[config.mk]
export PLATFORM = sky130hd
export DESIGN_NAME = seq_divider
export DESIGN_NICKNAME = d
export VERILOG_FILES = /design/src/rtl/mini_src_pkg.sv /design/src/rtl/div_step.sv /design/src/rtl/seq_divider.sv
export SDC_FILE = /design/constraint.sdc
export NUM_CORES = 1
export LEC_CHECK = 0
export CAP_MARGIN = 5
export CORE_MARGIN = 8
export CORE_UTILIZATION = 53
export DETAILED_ROUTE_END_ITERATION = 6
export PLACE_DENSITY = 0.81
export SYNTH_ARGS = -nofsm -noshare
export SYNTH_HDL_FRONTEND = slang
export SYNTH_SLANG_ARGS = --single-unit
[constraint.sdc]
create_clock -name w_clock -period 4.09 [get_ports w_clock]
set_clock_uncertainty 0.05 [all_clocks]
set_input_delay 0.818 -clock w_clock [delete_from_list [all_inputs] [get_ports w_clock]]
set_output_delay 0.818 -clock w_clock [all_outputs]
set_load 0.02 [all_outputs]
[src/rtl/mini_src_pkg.sv]
// Shared DataPath constants: ALU opcodes, data width and divider state encoding.
package mini_src_pkg;

    localparam int DATA_W = 32;

    localparam logic [4:0] OP_ADD = 5'b00000;
    localparam logic [4:0] OP_SUB = 5'b00001;
    localparam logic [4:0] OP_AND = 5'b00010;
    localparam logic [4:0] OP_OR  = 5'b00011;
    localparam logic [4:0] OP_SHR = 5'b00100;
    localparam logic [4:0] OP_MUL = 5'b00101;
    localparam logic [4:0] OP_DIV = 5'b00110;
    localparam logic [4:0] OP_NEG = 5'b00111;

    localparam logic [1:0] ST_IDLE  = 2'd0;
    localparam logic [1:0] ST_ITER  = 2'd1;
    localparam logic [1:0] ST_FIXUP = 2'd2;
    localparam logic [1:0] ST_DONE  = 2'd3;

    typedef enum logic [1:0] {
        IDLE  = ST_IDLE,
        ITER  = ST_ITER,
        FIXUP = ST_FIXUP,
        DONE  = ST_DONE
    } div_state_t;

endpackage

[src/rtl/div_step.sv]
// One restoring-division step: shift the next dividend bit into r, then
// conditionally subtract the divisor and record the quotient bit.
module div_step #(
    parameter int WIDTH = 32
) (
    input  logic [WIDTH-1:0] r,
    input  logic [WIDTH-1:0] q,
    input  logic [WIDTH-1:0] b,
    output logic [WIDTH-1:0] r_next,
    output logic [WIDTH-1:0] q_next
);

    logic [WIDTH:0] r_wide;
    logic [WIDTH:0] diff;

    // r can exceed WIDTH bits for one instant after the shift
    assign r_wide = {r, q[WIDTH-1]};
    assign diff   = r_wide - {1'b0, b};

    always_comb begin
        r_next = r_wide[WIDTH-1:0];
        q_next = {q[WIDTH-2:0], 1'b0};
        if (r_wide >= {1'b0, b}) begin
            r_next    = diff[WIDTH-1:0];
            q_next[0] = 1'b1;
        end
    end

endmodule

[src/rtl/seq_divider.sv]
// Multi-cycle signed/unsigned restoring divider producing Z = {remainder, quotient}.
module seq_divider
    import mini_src_pkg::*;
#(
    parameter int WIDTH = DATA_W
) (
    input  logic               w_clock,
    input  logic               w_clear,
    input  logic               i_start,
    input  logic               i_signed,
    input  logic [WIDTH-1:0]   i_dividend,
    input  logic [WIDTH-1:0]   i_divisor,
    output logic               o_busy,
    output logic               o_done,
    output logic [WIDTH-1:0]   o_quotient,
    output logic [WIDTH-1:0]   o_remainder,
    output logic [2*WIDTH-1:0] o_z,
    output logic               o_div_zero
);

    localparam int CNT_W = $clog2(WIDTH);

    div_state_t state, state_next;

    logic [WIDTH-1:0] r_q, q_q, b_q;
    logic [WIDTH-1:0] r_next, q_next;
    logic [WIDTH-1:0] a_mag, b_mag;
    logic [CNT_W-1:0] cnt;
    logic             a_neg, b_neg;
    logic             sign_q, sign_r;
    logic             pend;

    assign a_neg = i_signed & i_dividend[WIDTH-1];
    assign b_neg = i_signed & i_divisor[WIDTH-1];
    assign a_mag = a_neg ? -i_dividend : i_dividend;
    assign b_mag = b_neg ? -i_divisor : i_divisor;

    div_step #(.WIDTH(WIDTH)) u_step (
        .r      (r_q),
        .q      (q_q),
        .b      (b_q),
        .r_next (r_next),
        .q_next (q_next)
    );

    always_ff @(posedge w_clock) begin
        if (w_clear) state <= IDLE;
        else         state <= state_next;
    end

    always_comb begin
        state_next = state;
        unique case (state)
            IDLE:  if (i_start)
                       state_next = (i_divisor == '0) ? DONE : ITER;
            ITER:  if (cnt == '0) state_next = FIXUP;
            FIXUP: state_next = DONE;
            DONE:  if (!pend) state_next = IDLE;
            default: state_next = IDLE;
        endcase
    end

    assign o_busy = (state == ITER) || (state == FIXUP);
    // Divide-by-zero holds DONE one extra silent cycle before pulsing
    assign o_done = (state == DONE) && !pend;
    assign o_z    = {o_remainder, o_quotient};

    always_ff @(posedge w_clock) begin
        if (w_clear) begin
            r_q         <= '0;
            q_q         <= '0;
            b_q         <= '0;
            cnt         <= '0;
            sign_q      <= 1'b0;
            sign_r      <= 1'b0;
            pend        <= 1'b0;
            o_quotient  <= '0;
            o_remainder <= '0;
            o_div_zero  <= 1'b0;
        end else begin
            unique case (state)
                IDLE: begin
                    if (i_start) begin
                        if (i_divisor == '0) begin
                            o_quotient  <= '1;
                            o_remainder <= i_dividend;
                            o_div_zero  <= 1'b1;
                            pend        <= 1'b1;
                        end else begin
                            q_q    <= a_mag;
                            b_q    <= b_mag;
                            r_q    <= '0;
                            cnt    <= CNT_W'(WIDTH - 1);
                            sign_q <= a_neg ^ b_neg;
                            sign_r <= a_neg;
                        end
                    end
                end
                ITER: begin
                    r_q <= r_next;
                    q_q <= q_next;
                    cnt <= cnt - 1'b1;
                end
                FIXUP: begin
                    o_quotient  <= sign_q ? -q_q : q_q;
                    o_remainder <= sign_r ? -r_q : r_q;
                    o_div_zero  <= 1'b0;
                end
                DONE: pend <= 1'b0;
                default: ;
            endcase
        end
    end

endmodule

==> flow_summary_export.csv, run 1 <==
group,metric,value,unit
setup_path,start_kind,"register",
job,drv_cap,0,
power,ir_worst_vdd,295,uV
sta,finalSetupTns,0,ns
clock_network,clock-root-buffer,"clkbuf_16",
detailed_routing,wl,33200,microns
finish,fillers,1896,
die,core_area,21100,sq um
placed_design,gp_congestion,0.913,
placed_design,portBuffers,198,
die,fp.dieH,163,microns
synthesis,yosysTopAreaCellShare,29.9,%
sta,clock.fmax,277,MHz
power,p_total,7.53,mW
global_route,grt_pass1_wl,53000,microns
outcome,outcome,"finished clean",
global_route,grt_pass1_vias,10600,
die,start_util,54.3,%
placed_design,dp_hpwl,25800,microns
power,p_sw_share,43.2,%
sta,final_max_slew_viol_count,0,
die,die_x,163,microns
die,dieArea,26600,sq um
setup_path,slowest_delay,0.43,ns
clock_network,cts.reportedPaths.clkPinSlew,0.07,ns
finish,area_growth,20.9,%
synthesis,synth_top_cell_by_area,"dfxtp_1",
synthesis,synth_nets,1607,
sta,rsz0062_at_grt,"no",
global_route,gr-usage-all-layers,24.3,%
power,switchingPower,3.25,mW
sta,min_period,3.61,ns
global_route,grt_max_degree,71,
power,p_int,4.28,mW
clock_network,holdBufCountCts,0,
synthesis,async_flop_share,0,%
setup_path,endpoint_kind,"register",
sta,setup_viol,0,
clock_network,cts_tree,"yes",
synthesis,synthesis.area,11500,sq um
sta,final-hold-violation-count,0,
die,ioPinCount,199,
power,pwr-share-clk,20.5,%
clock_network,numCtsBuffers,17,
detailed_routing,wl_per_cell,17.6,microns
clock_network,clockBufferDepth,2,
finish,nets,1710,
synthesis,synth_warnings,0,
clock_network,cts.sinks,171,
setup_path,cp_max_fo,5,
power,comb_power_share,48.7,%
clock_network,insertion_delay,0.44,ns
setup_path,critPathTopFamily,"compound AO/OA/AOI/OAI gates",
clock_network,cts_resized,0,
finish,diodes,0,
setup_path,cp.required,4.35,ns
global_route,grt_overflow_total,0,
detailed_routing,vias,11100,
detailed_routing,viasPerCell,5.88,
synthesis,synth_cells,1495,
detailed_routing,drc_errors,0,
clock_network,cts_setup_buffers,0,
detailed_routing,dr.pass1.iters,6,
sta,period_share,88.2,%
detailed_routing,ant_nets,0,
power,power_frac_seq,30.8,%
synthesis,synth-seq-cells,171,
synthesis,yosysSeqAreaShare,29.9,%
synthesis,ys.flop_type,"dfxtp_1",
worst_hold_path,hp-class,"register to register",
finish,drive_gt1_share,5.40,%
clock_network,htree_num_levels,4,
global_route,antenna_found_initial,0,
setup_path,cpMaxStageDelayCell,"a2111oi_0",
die,num_rows,53,
setup_path,arrival,3.87,ns
synthesis,synth_area_leaders,"dfxtp_1 (30%), xnor2_1 (6.2%), nand2_1 (5.5%)",
sta,slew_headroom,26.5,%
synthesis,syn_area_per_cell,7.66,sq um
setup_path,cpMostUsedCell,"o21ai_0",
power,p_leak,5.20,nW
setup_path,path_cells,"inv_1 > ha_1 > inv_1 > fa_1 > a21oi_1 > o21ai_0 > a2111oi_0 > buf_4 > nor3_1 > o21ai_0 > o21ai_0 > a221oi_1 > xor2_1 > o21ai_0",
synthesis,synth_edf_count,0,
synthesis,synth_cell_type_count,62,
setup_path,crit_type,"register to register",
setup_path,critPathBufInv,3,
power,powerDensity,544,nW/um^2
sta,tightestPinTransition,1.10,ns
detailed_routing,drtIter0Drc,856,
==> power by group through the flow <==
stage,Clock (mW),Combinational (mW),Sequential [mW]
floorplan,0,2.51,2.35
global placement,0,3.54,2.33
detailed placement,0,3.62,2.35
CTS,1.56,3.64,2.31
global route,1.63,4.01,2.36
finish,1.55,3.67,2.32
==> state kept, by name, indices dropped and copies added (netlist names) <==
signal and flops:
sign_q 1, r_q 32, q_q 32, state 2, o_quotient 32, cnt 5
o_remainder 32, pend 1, sign_r 1, o_div_zero 1, b_q 32
==> layer usage <==
layer	vias to the layer above	share of wire [%]	GRT usage (%)
met5	-	0	0
met4	0	4.2	11.9
met3	105	6.6	3.67
met2	438	49	43.0
met1	5061	40	28.1
li1	5479	-	-
==> worst reg2reg max path, stage by stage (launching register included) <==
cell,delay (ns)
dfxtp_1,0.31
inv_1,0.13
ha_1,0.20
inv_1,0.06
fa_1,0.40
a21oi_1,0.21
o21ai_0,0.15
a2111oi_0,0.43
buf_4,0.21
nor3_1,0.05
o21ai_0,0.34
o21ai_0,0.28
a221oi_1,0.36
xor2_1,0.20
o21ai_0,0.11
==> per-stage QoR <==
stage               cell area (sq um)  utilization (%)  hold WS [ns]  std cells  setup slack [ns]
finish                          13800             65.7         0.407       1886             0.481
global placement                13300             63.0         0.388       1854             0.239
CTS                             13800             65.7         0.406       1886             0.552
floorplan                       11500                -         0.382       1495             0.731
detailed placement              13300             63.0         0.399       1854             0.166
global route                    13800             65.7         0.425       1886             0.324
==> layout make-up <==
| type | count | area (sq um) | share of cell area (%) |
|---|---|---|---|
| inverters | 59 | 221 | 1.60 |
| repair buffers | 232 | 2270 | 16.4 |
| flip-flops and latches | 171 | 3420 | 24.7 |
| multi-input cells | 1117 | 7030 | 50.7 |
| clock buffers | 17 | 425 | 3.07 |
| well taps | 275 | 344 | 2.49 |
| clock inverters | 15 | 133 | 0.958 |
==> worst paths after layout <==
kind,end,cells past startpoint,slack [ns],start
setup reg to reg,r_q[30]$_SDFFE_PP0P_,14,0.48,q_q[31]$_SDFFE_PP0P_
setup / recovery,r_q[30]$_SDFFE_PP0P_,14,0.48,q_q[31]$_SDFFE_PP0P_
hold reg to reg,b_q[25]$_SDFFE_PP0P_,2,0.41,b_q[25]$_SDFFE_PP0P_
hold / removal,b_q[25]$_SDFFE_PP0P_,2,0.41,b_q[25]$_SDFFE_PP0P_
==> cell usage after synthesis, types with 3 or more instances <==
cell,n
mux2i_1,20
and3_1,4
nand4_1,10
nor4_1,10
buf_2,5
nand2b_1,10
ha_1,43
or4_4,3
inv_1,59
dfxtp_1,171
nor2b_1,6
xor2_1,66
and2_1,4
nand2_1,169
o221ai_1,3
a22oi_1,13
or4_1,23
o21bai_1,4
a2bb2oi_1,3
a221o_1,6
a311oi_1,3
a211o_1,3
a21oi_1,110
nor4_2,3
a211oi_1,41
xnor2_1,81
o31ai_4,3
or2_2,4
nor3_1,32
nor2_1,165
o21ai_0,92
o31ai_1,25
a2111oi_0,8
nand3_1,15
clkbuf_1,76
o41ai_1,20
or3_1,10
o22ai_1,36
o21a_1,6
a21o_1,19
o211ai_1,15
buf_4,64
a31oi_1,7
==> layout by cell type, fill, tap and decap left out, types with 6 or more instances in the layout <==
cell type	Yosys	final
clkdlybuf4s50_1	0	197
dfxtp_1	171	171
nand2_1	169	169
nor2_1	165	165
a21oi_1	110	107
o21ai_0	92	91
xnor2_1	81	81
xor2_1	66	66
inv_1	59	59
ha_1	43	43
a211oi_1	41	41
o22ai_1	36	36
nor3_1	32	32
buf_4	64	32
o31ai_1	25	25
or4_1	23	23
o41ai_1	20	20
mux2i_1	20	20
a21o_1	19	19
clkbuf_16	0	17
nand3_1	15	15
o211ai_1	15	15
a22oi_1	13	13
nor4_1	10	10
nand2b_1	10	10
nand4_1	10	10
or3_1	10	10
a2111oi_0	8	8
a31oi_1	7	7
nor2b_1	6	6
a221o_1	6	6
o21a_1	6	6
==> kinds of logic after synthesis <==
| family | count (synthesis) | synth area share, % |
|---|---|---|
| compound gates | 430 | 24.4 |
| mux | 20 | 1.75 |
| flops | 171 | 29.9 |
| fa+ha+maj | 44 | 4.87 |
| buf+inv | 207 | 8.95 |
| xor+xnor | 147 | 11.2 |
| simple gates | 476 | 18.9 |
No activity file was read; power rests on OpenSTA's default activity.
==> inputs of run 2 (changes only) <==
--- a/config.mk
+++ b/config.mk
@@ -7,9 +7,9 @@
 export LEC_CHECK = 0
 export CAP_MARGIN = 5
 export CORE_MARGIN = 8
-export CORE_UTILIZATION = 53
+export CORE_UTILIZATION = 49
 export DETAILED_ROUTE_END_ITERATION = 6
-export PLACE_DENSITY = 0.81
+export PLACE_DENSITY = 0.79
 export SYNTH_ARGS = -nofsm -noshare
 export SYNTH_HDL_FRONTEND = slang
 export SYNTH_SLANG_ARGS = --single-unit
==> constraint.sdc (replaced) <==
create_clock -name w_clock -period 2.9 [get_ports w_clock]
set_clock_uncertainty 0.05 [all_clocks]
set_input_delay 0.58 -clock w_clock [delete_from_list [all_inputs] [get_ports w_clock]]
set_output_delay 0.58 -clock w_clock [all_outputs]
set_load 0.005 [all_outputs]
==> run 2 against run 1 <==
  * The run now ends with setup timing left
  * Cell count up 14%
  * Fmax up 14%
  * Hold slack better by 0.0047 ns
  * Register-to-register slack worse by 0.74 ns
==> flow_summary_export.csv, run 2 (synthesis results as in run 1) <==
group,metric,value,unit
sta,slew_headroom,42.1,%
die,die_x,169,microns
sta,period_share,109,%
finish,area_growth,43.0,%
clock_network,cts_tree,"yes",
power,p_int,7.06,mW
setup_path,arrival,3.41,ns
global_route,grt_overflow_total,0,
die,num_rows,56,
detailed_routing,wl,40100,microns
sta,setup_viol,26,
setup_path,endpoint_kind,"register",
sta,clock.fmax,317,MHz
clock_network,clock-root-buffer,"clkbuf_16",
global_route,gr-usage-all-layers,26.1,%
sta,whs,0.411,ns
placed_design,place_ws,-0.615,ns
detailed_routing,viasPerCell,5.80,
sta,tightestPinTransition,0.867,ns
die,ioPinCount,199,
power,comb_power_share,53.1,%
global_route,grt_pass1_wl,60700,microns
setup_path,crit_end,"o_remainder[17]$_SDFFE_PP0P_",
die,dieArea,28500,sq um
detailed_routing,ant_nets,0,
placed_design,post_dp_cell_area,15000,sq um
clock_network,cts.sinks,171,
setup_path,cp_max_fo,4,
setup_path,cp.required,3.16,ns
power,ir_worst_vdd,404,uV
finish,layout_commonest_cell,"buf_4",
detailed_routing,vias,12500,
sta,final-hold-violation-count,0,
setup_path,crit_type,"register to register",
worst_hold_path,hp-class,"register to register",
global_route,grt_pass1_vias,12000,
clock_network,htree_num_levels,4,
global_route,antenna_found_initial,0,
finish,drive_gt1_share,21.6,%
outcome,outcome,"complete, but fails checks",
power,p_leak,6.56,nW
setup_path,rr_startpoint,"r_q[0]$_SDFFE_PP0P_",
detailed_routing,wl_per_cell,18.6,microns
power,power_frac_seq,27.0,%
detailed_routing,dr.pass1.iters,5,
setup_path,start_kind,"register",
die,core_area,23200,sq um
job,drv_cap,0,
clock_network,cts.reportedPaths.clkPinSlew,0.08,ns
detailed_routing,drc_errors,0,
die,start_util,49.4,%
clock_network,clockBufferDepth,2,
finish,layout_common_cells,"buf_4 (241), clkdlybuf4s50_1 (189), nand2_1 (167)",
finish,diodes,0,
placed_design,portBuffers,198,
placed_design,dp_hpwl,29400,microns
clock_network,numCtsBuffers,17,
placed_design,gp_congestion,0.921,
setup_path,rr_endpoint,"o_remainder[17]$_SDFFE_PP0P_",
finish,finalInstanceArea,16400,sq um
power,pwr-share-clk,19.9,%
sta,setup_ws,-0.256,ns
finish,fin_util,70.6,%
sta,min_period,3.16,ns
outcome,violations,"setup timing",
clock_network,insertion_delay,0.44,ns
power,p_sw_share,41.1,%
setup_path,critPathLaunch,"r_q[0]$_SDFFE_PP0P_",
sta,rsz0062_at_grt,"yes",
sta,final_max_slew_viol_count,0,
setup_path,worstRegToRegCells,9,
global_route,grt_max_degree,66,
finish,nets,1938,
power,powerDensity,733,nW/um^2
power,switchingPower,4.94,mW
detailed_routing,drtIter0Drc,1079,
die,fp.dieH,169,microns
setup_path,r2r_setup_slack,-0.26,ns
-- run 2: cell types whose count changed in the layout (fill, tap and decap cells not counted), moves of 10 or more --
cell and change:
buf_4 +209, o21ai_0 -27, o21ai_1 +24, dfxtp_1 -11, dfxtp_2 +10, or4_1 -10, or4_4 +10
-- run 2: critical path, cell delays in order, from the launching register on --
cell and delay, ns:
dfxtp_4 0.34, or2_1 0.23, or4_4 0.43, or4_4 0.44, or4_4 0.49, o41ai_2 0.29
xor2_1 0.33, a211oi_1 0.17, a21oi_1 0.21, nor2_1 0.06
-- run 2: power by group through the flow --
stage	Clock, mW	Sequential (mW)	Combinational (mW)
3_5_place_dp	0	3.27	5.63
6_report	2.39	3.24	6.36
5_1_grt	2.50	3.29	6.83
4_1_cts	2.39	3.22	5.89
3_3_place_gp	0	3.24	5.49
2_1_floorplan	0	3.16	3.40
-- run 2: area by class of cell --
type                    count  area (sq um)
multi-input cells        1117          7530
fillers                  1716          6820
repair buffers            460          4160
flip-flops and latches    171          3440
clock buffers              17           425
well taps                 319           399
inverters                  59           224
clock inverters            15           188
-- run 2: worst min-delay path by stage --
stage	slack, ns	to	start	cells past startpoint
after detailed placement	0.40	b_q[15]$_SDFFE_PP0P_	b_q[15]$_SDFFE_PP0P_	2
after global routing	0.44	b_q[15]$_SDFFE_PP0P_	b_q[15]$_SDFFE_PP0P_	2
after global placement	0.39	b_q[31]$_SDFFE_PP0P_	b_q[31]$_SDFFE_PP0P_	2
after CTS	0.41	b_q[15]$_SDFFE_PP0P_	b_q[15]$_SDFFE_PP0P_	2
after floorplan	0.38	b_q[15]$_SDFFE_PP0P_	b_q[15]$_SDFFE_PP0P_	2
final	0.41	b_q[31]$_SDFFE_PP0P_	b_q[31]$_SDFFE_PP0P_	2
-- run 2: metal layers --
metal  vias to the layer above  GRT usage (%)  wire length, microns
li1                       5917              -                     -
met1                      5857           28.4                 15200
met2                       582           47.5                 20200
met3                       166           4.59                  2760
met4                         0           13.9                  1950
met5                         -              0                     0
-- run 2: per-stage QoR --
stage	cells	setup TNS (ns)	total power, mW
finish	2158	-1.81	12.0
global route	2158	-5.11	12.6
CTS	2148	-1.15	11.5
detailed placement	2102	-55.68	8.89
global placement	2102	-43.85	8.73
floorplan	1495	-0.371	6.57
-- run 2: timing repair --
action / in CTS / in global routing
hold buffers: 0 / 0
gates cloned: 2 / 2
pin swaps: 22 / 35
setup endpoints to repair: 55 / 126
gates resized for setup: 69 / 74
buffers inserted: 13 / 8
==> inputs of run 3 (changes only) <==
--- a/config.mk
+++ b/config.mk
@@ -9,6 +9,7 @@
 export CORE_MARGIN = 8
 export CORE_UTILIZATION = 49
 export DETAILED_ROUTE_END_ITERATION = 6
+export MAX_ROUTING_LAYER = met4
 export PLACE_DENSITY = 0.79
 export SYNTH_ARGS = -nofsm -noshare
 export SYNTH_HDL_FRONTEND = slang
==> run 3 against run 2 <==
  * The flow still finishes with violations (setup timing)
  * Non-clock buffer count is 15 higher
  * Sequential power about the same
  * First-iteration DRC count is 15% higher
  * Fmax shrank 0.88%
  * Via count up 1.2%
  * Critical path depth is 1 higher
  * Die area unchanged
  * Combinational power increased by 4.7%
  * Critical endpoint unchanged
  * Largest power group unchanged
==> flow_summary_export.csv, run 3 (synthesis results as in run 1) <==
group,metric,value,unit
outcome,outcome,"complete, but fails checks",
outcome,violations,"setup timing",
placed_design,dp_hpwl,29500,microns
setup_path,crit_type,"register to register",
die,fp.dieH,169,microns
die,die_x,169,microns
global_route,grt_pass1_vias,12200,
detailed_routing,viasPerCell,5.83,
global_route,grt_max_degree,63,
power,comb_power_share,54.5,%
die,start_util,49.4,%
clock_network,insertion_delay,0.44,ns
finish,fin_util,71.7,%
setup_path,endpoint_kind,"register",
die,core_area,23200,sq um
setup_path,r2r_setup_slack,-0.28,ns
clock_network,cts.sinks,171,
sta,tightestPinTransition,1.03,ns
detailed_routing,wl_per_cell,18.8,microns
finish,nets,1953,
power,powerDensity,734,nW/um^2
setup_path,rr_endpoint,"o_remainder[17]$_SDFFE_PP0P_",
detailed_routing,wl,41000,microns
finish,area_growth,45.3,%
setup_path,path_cells,"or2_1 > or4_4 > or4_4 > or4_4 > buf_4 > o41ai_4 > xor2_2 > a211oi_2 > a21oi_1 > nor2_1",
finish,diodes,0,
sta,setup_ws,-0.284,ns
worst_hold_path,min_to,"b_q[31]$_SDFFE_PP0P_",
detailed_routing,drc_errors,0,
clock_network,holdBufCountCts,0,
power,p_int,7.15,mW
detailed_routing,ant_nets,0,
job,drv_cap,0,
sta,rsz0062_at_grt,"yes",
setup_path,worstRegToRegCells,10,
detailed_routing,vias,12700,
setup_path,cpMaxStageDelayCell,"or4_4",
finish,finalInstanceArea,16600,sq um
detailed_routing,drtIter0Drc,1246,
placed_design,portBuffers,198,
die,ioPinCount,199,
clock_network,numCtsBuffers,17,
die,num_rows,56,
sta,final_max_slew_viol_count,0,
placed_design,post_dp_cell_area,15000,sq um
clock_network,cts_tree,"yes",
placed_design,place_ws,-0.584,ns
sta,finalSetupTns,-2.56,ns
placed_design,gp_congestion,0.922,
sta,final-hold-violation-count,0,
power,switchingPower,5.07,mW
finish,drive_gt1_share,23.8,%
setup_path,arrival,3.43,ns
worst_hold_path,hp-class,"register to register",
global_route,gr-usage-all-layers,27.4,%
clock_network,clockBufferDepth,2,
sta,setup_viol,28,
sta,clock.fmax,314,MHz
setup_path,slowest_delay,0.47,ns
worst_hold_path,min_from,"b_q[31]$_SDFFE_PP0P_",
setup_path,start_kind,"register",
placed_design,placedCellCount,2103,
sta,min_period,3.18,ns
global_route,grt_overflow_total,0,
power,power_frac_seq,26.6,%
global_route,antenna_found_initial,0,
power,p_sw_share,41.5,%
sta,slew_headroom,31.4,%
setup_path,cp.required,3.14,ns
setup_path,cp_max_fo,4,
sta,period_share,110,%
detailed_routing,dr.pass1.iters,6,
finish,layoutNonFillerInstCount,2173,
power,ir_worst_vdd,404,uV
power,pwr-share-clk,18.9,%
power,p_leak,6.65,nW
clock_network,clock-root-buffer,"clkbuf_16",
clock_network,htree_num_levels,4,
setup_path,cpMostUsedCell,"or4_4",
finish,layout_commonest_cell,"buf_4",
global_route,grt_pass1_wl,62000,microns
sta,whs,0.404,ns
worst_hold_path,hold_depth,2,
die,dieArea,28500,sq um
setup_path,rr_startpoint,"r_q[0]$_SDFFE_PP0P_",
clock_network,cts.reportedPaths.clkPinSlew,0.07,ns
power,p_total,12.2,mW
finish,layout_common_cells,"buf_4 (254), clkdlybuf4s50_1 (189), nand2_1 (165)",
[run 3: cell count changes in the layout (fill, tap and decap cells not counted), moves of 3 or more]
cell	delta
buf_4	+13
inv_8	-5
ha_1	-4
inv_1	-4
inv_2	+4
clkinv_8	+3
dfxtp_1	-3
ha_4	+3
nand2_2	+3
o41ai_2	-3
xor2_1	-3
xor2_2	+3
[run 3: worst max-delay path: cells and delay by family, from the launching register on]
kind | cells | cell delay, ns
simple gates | 5 | 1.66
compound gates | 3 | 0.57
flops | 1 | 0.35
xor+xnor | 1 | 0.24
buf+inv | 1 | 0.17
[run 3: worst max-delay path by stage]
stage                                   start                            to  slack, ns  cells past startpoint
after floorplan           r_q[0]$_SDFFE_PP0P_  o_remainder[29]$_SDFFE_PP0P_      -0.13                     10
after global placement          i_dividend[5]          q_q[27]$_SDFFE_PP0P_      -0.50                     10
after detailed placement       i_dividend[17]          q_q[31]$_SDFFE_PP0P_      -0.58                     10
after CTS                 r_q[0]$_SDFFE_PP0P_  o_remainder[31]$_SDFFE_PP0P_      -0.17                      9
after global routing      r_q[0]$_SDFFE_PP0P_  o_remainder[17]$_SDFFE_PP0P_      -0.37                     10
final                     r_q[0]$_SDFFE_PP0P_  o_remainder[17]$_SDFFE_PP0P_      -0.28                     10
[run 3: power groups by stage]
stage          sequential, mW  clock, mW  combinational [mW]
2_1_floorplan            3.16          0                3.40
3_3_place_gp             3.25          0                5.51
3_5_place_dp             3.27          0                5.64
4_1_cts                  3.22       2.31                5.98
5_1_grt                  3.30       2.41                7.15
6_report                 3.25       2.31                6.66
[run 3: timing repair]
action / 4_1_cts / 5_1_grt
endpoints found under the setup margin: 58 / 130
gates resized for setup: 61 / 124
setup buffers: 13 / 24
gates cloned: 2 / 1
pin swaps: 26 / 52
[run 3: per-layer routing]
layer | share of wire, % | routed length (microns) | GRT usage, % | vias to the layer above
met5 | 0 | 0 | - | -
met4 | 4.8 | 1970 | 14.4 | 0
met3 | 6.6 | 2720 | 3.96 | 157
met2 | 50 | 20400 | 47.8 | 626
met1 | 39 | 15900 | 29.8 | 5919
li1 | - | - | - | 5970
[run 3: layout make-up]
cell class                 count  area [sq um]
multi-input combinational   1117          7710
clock buffer                  17           425
fill                        1650          6550
tap                          319           399
inverter                      59           224
sequential                   171          3450
timing repair buffer         475          4260
clock inverter                15           176
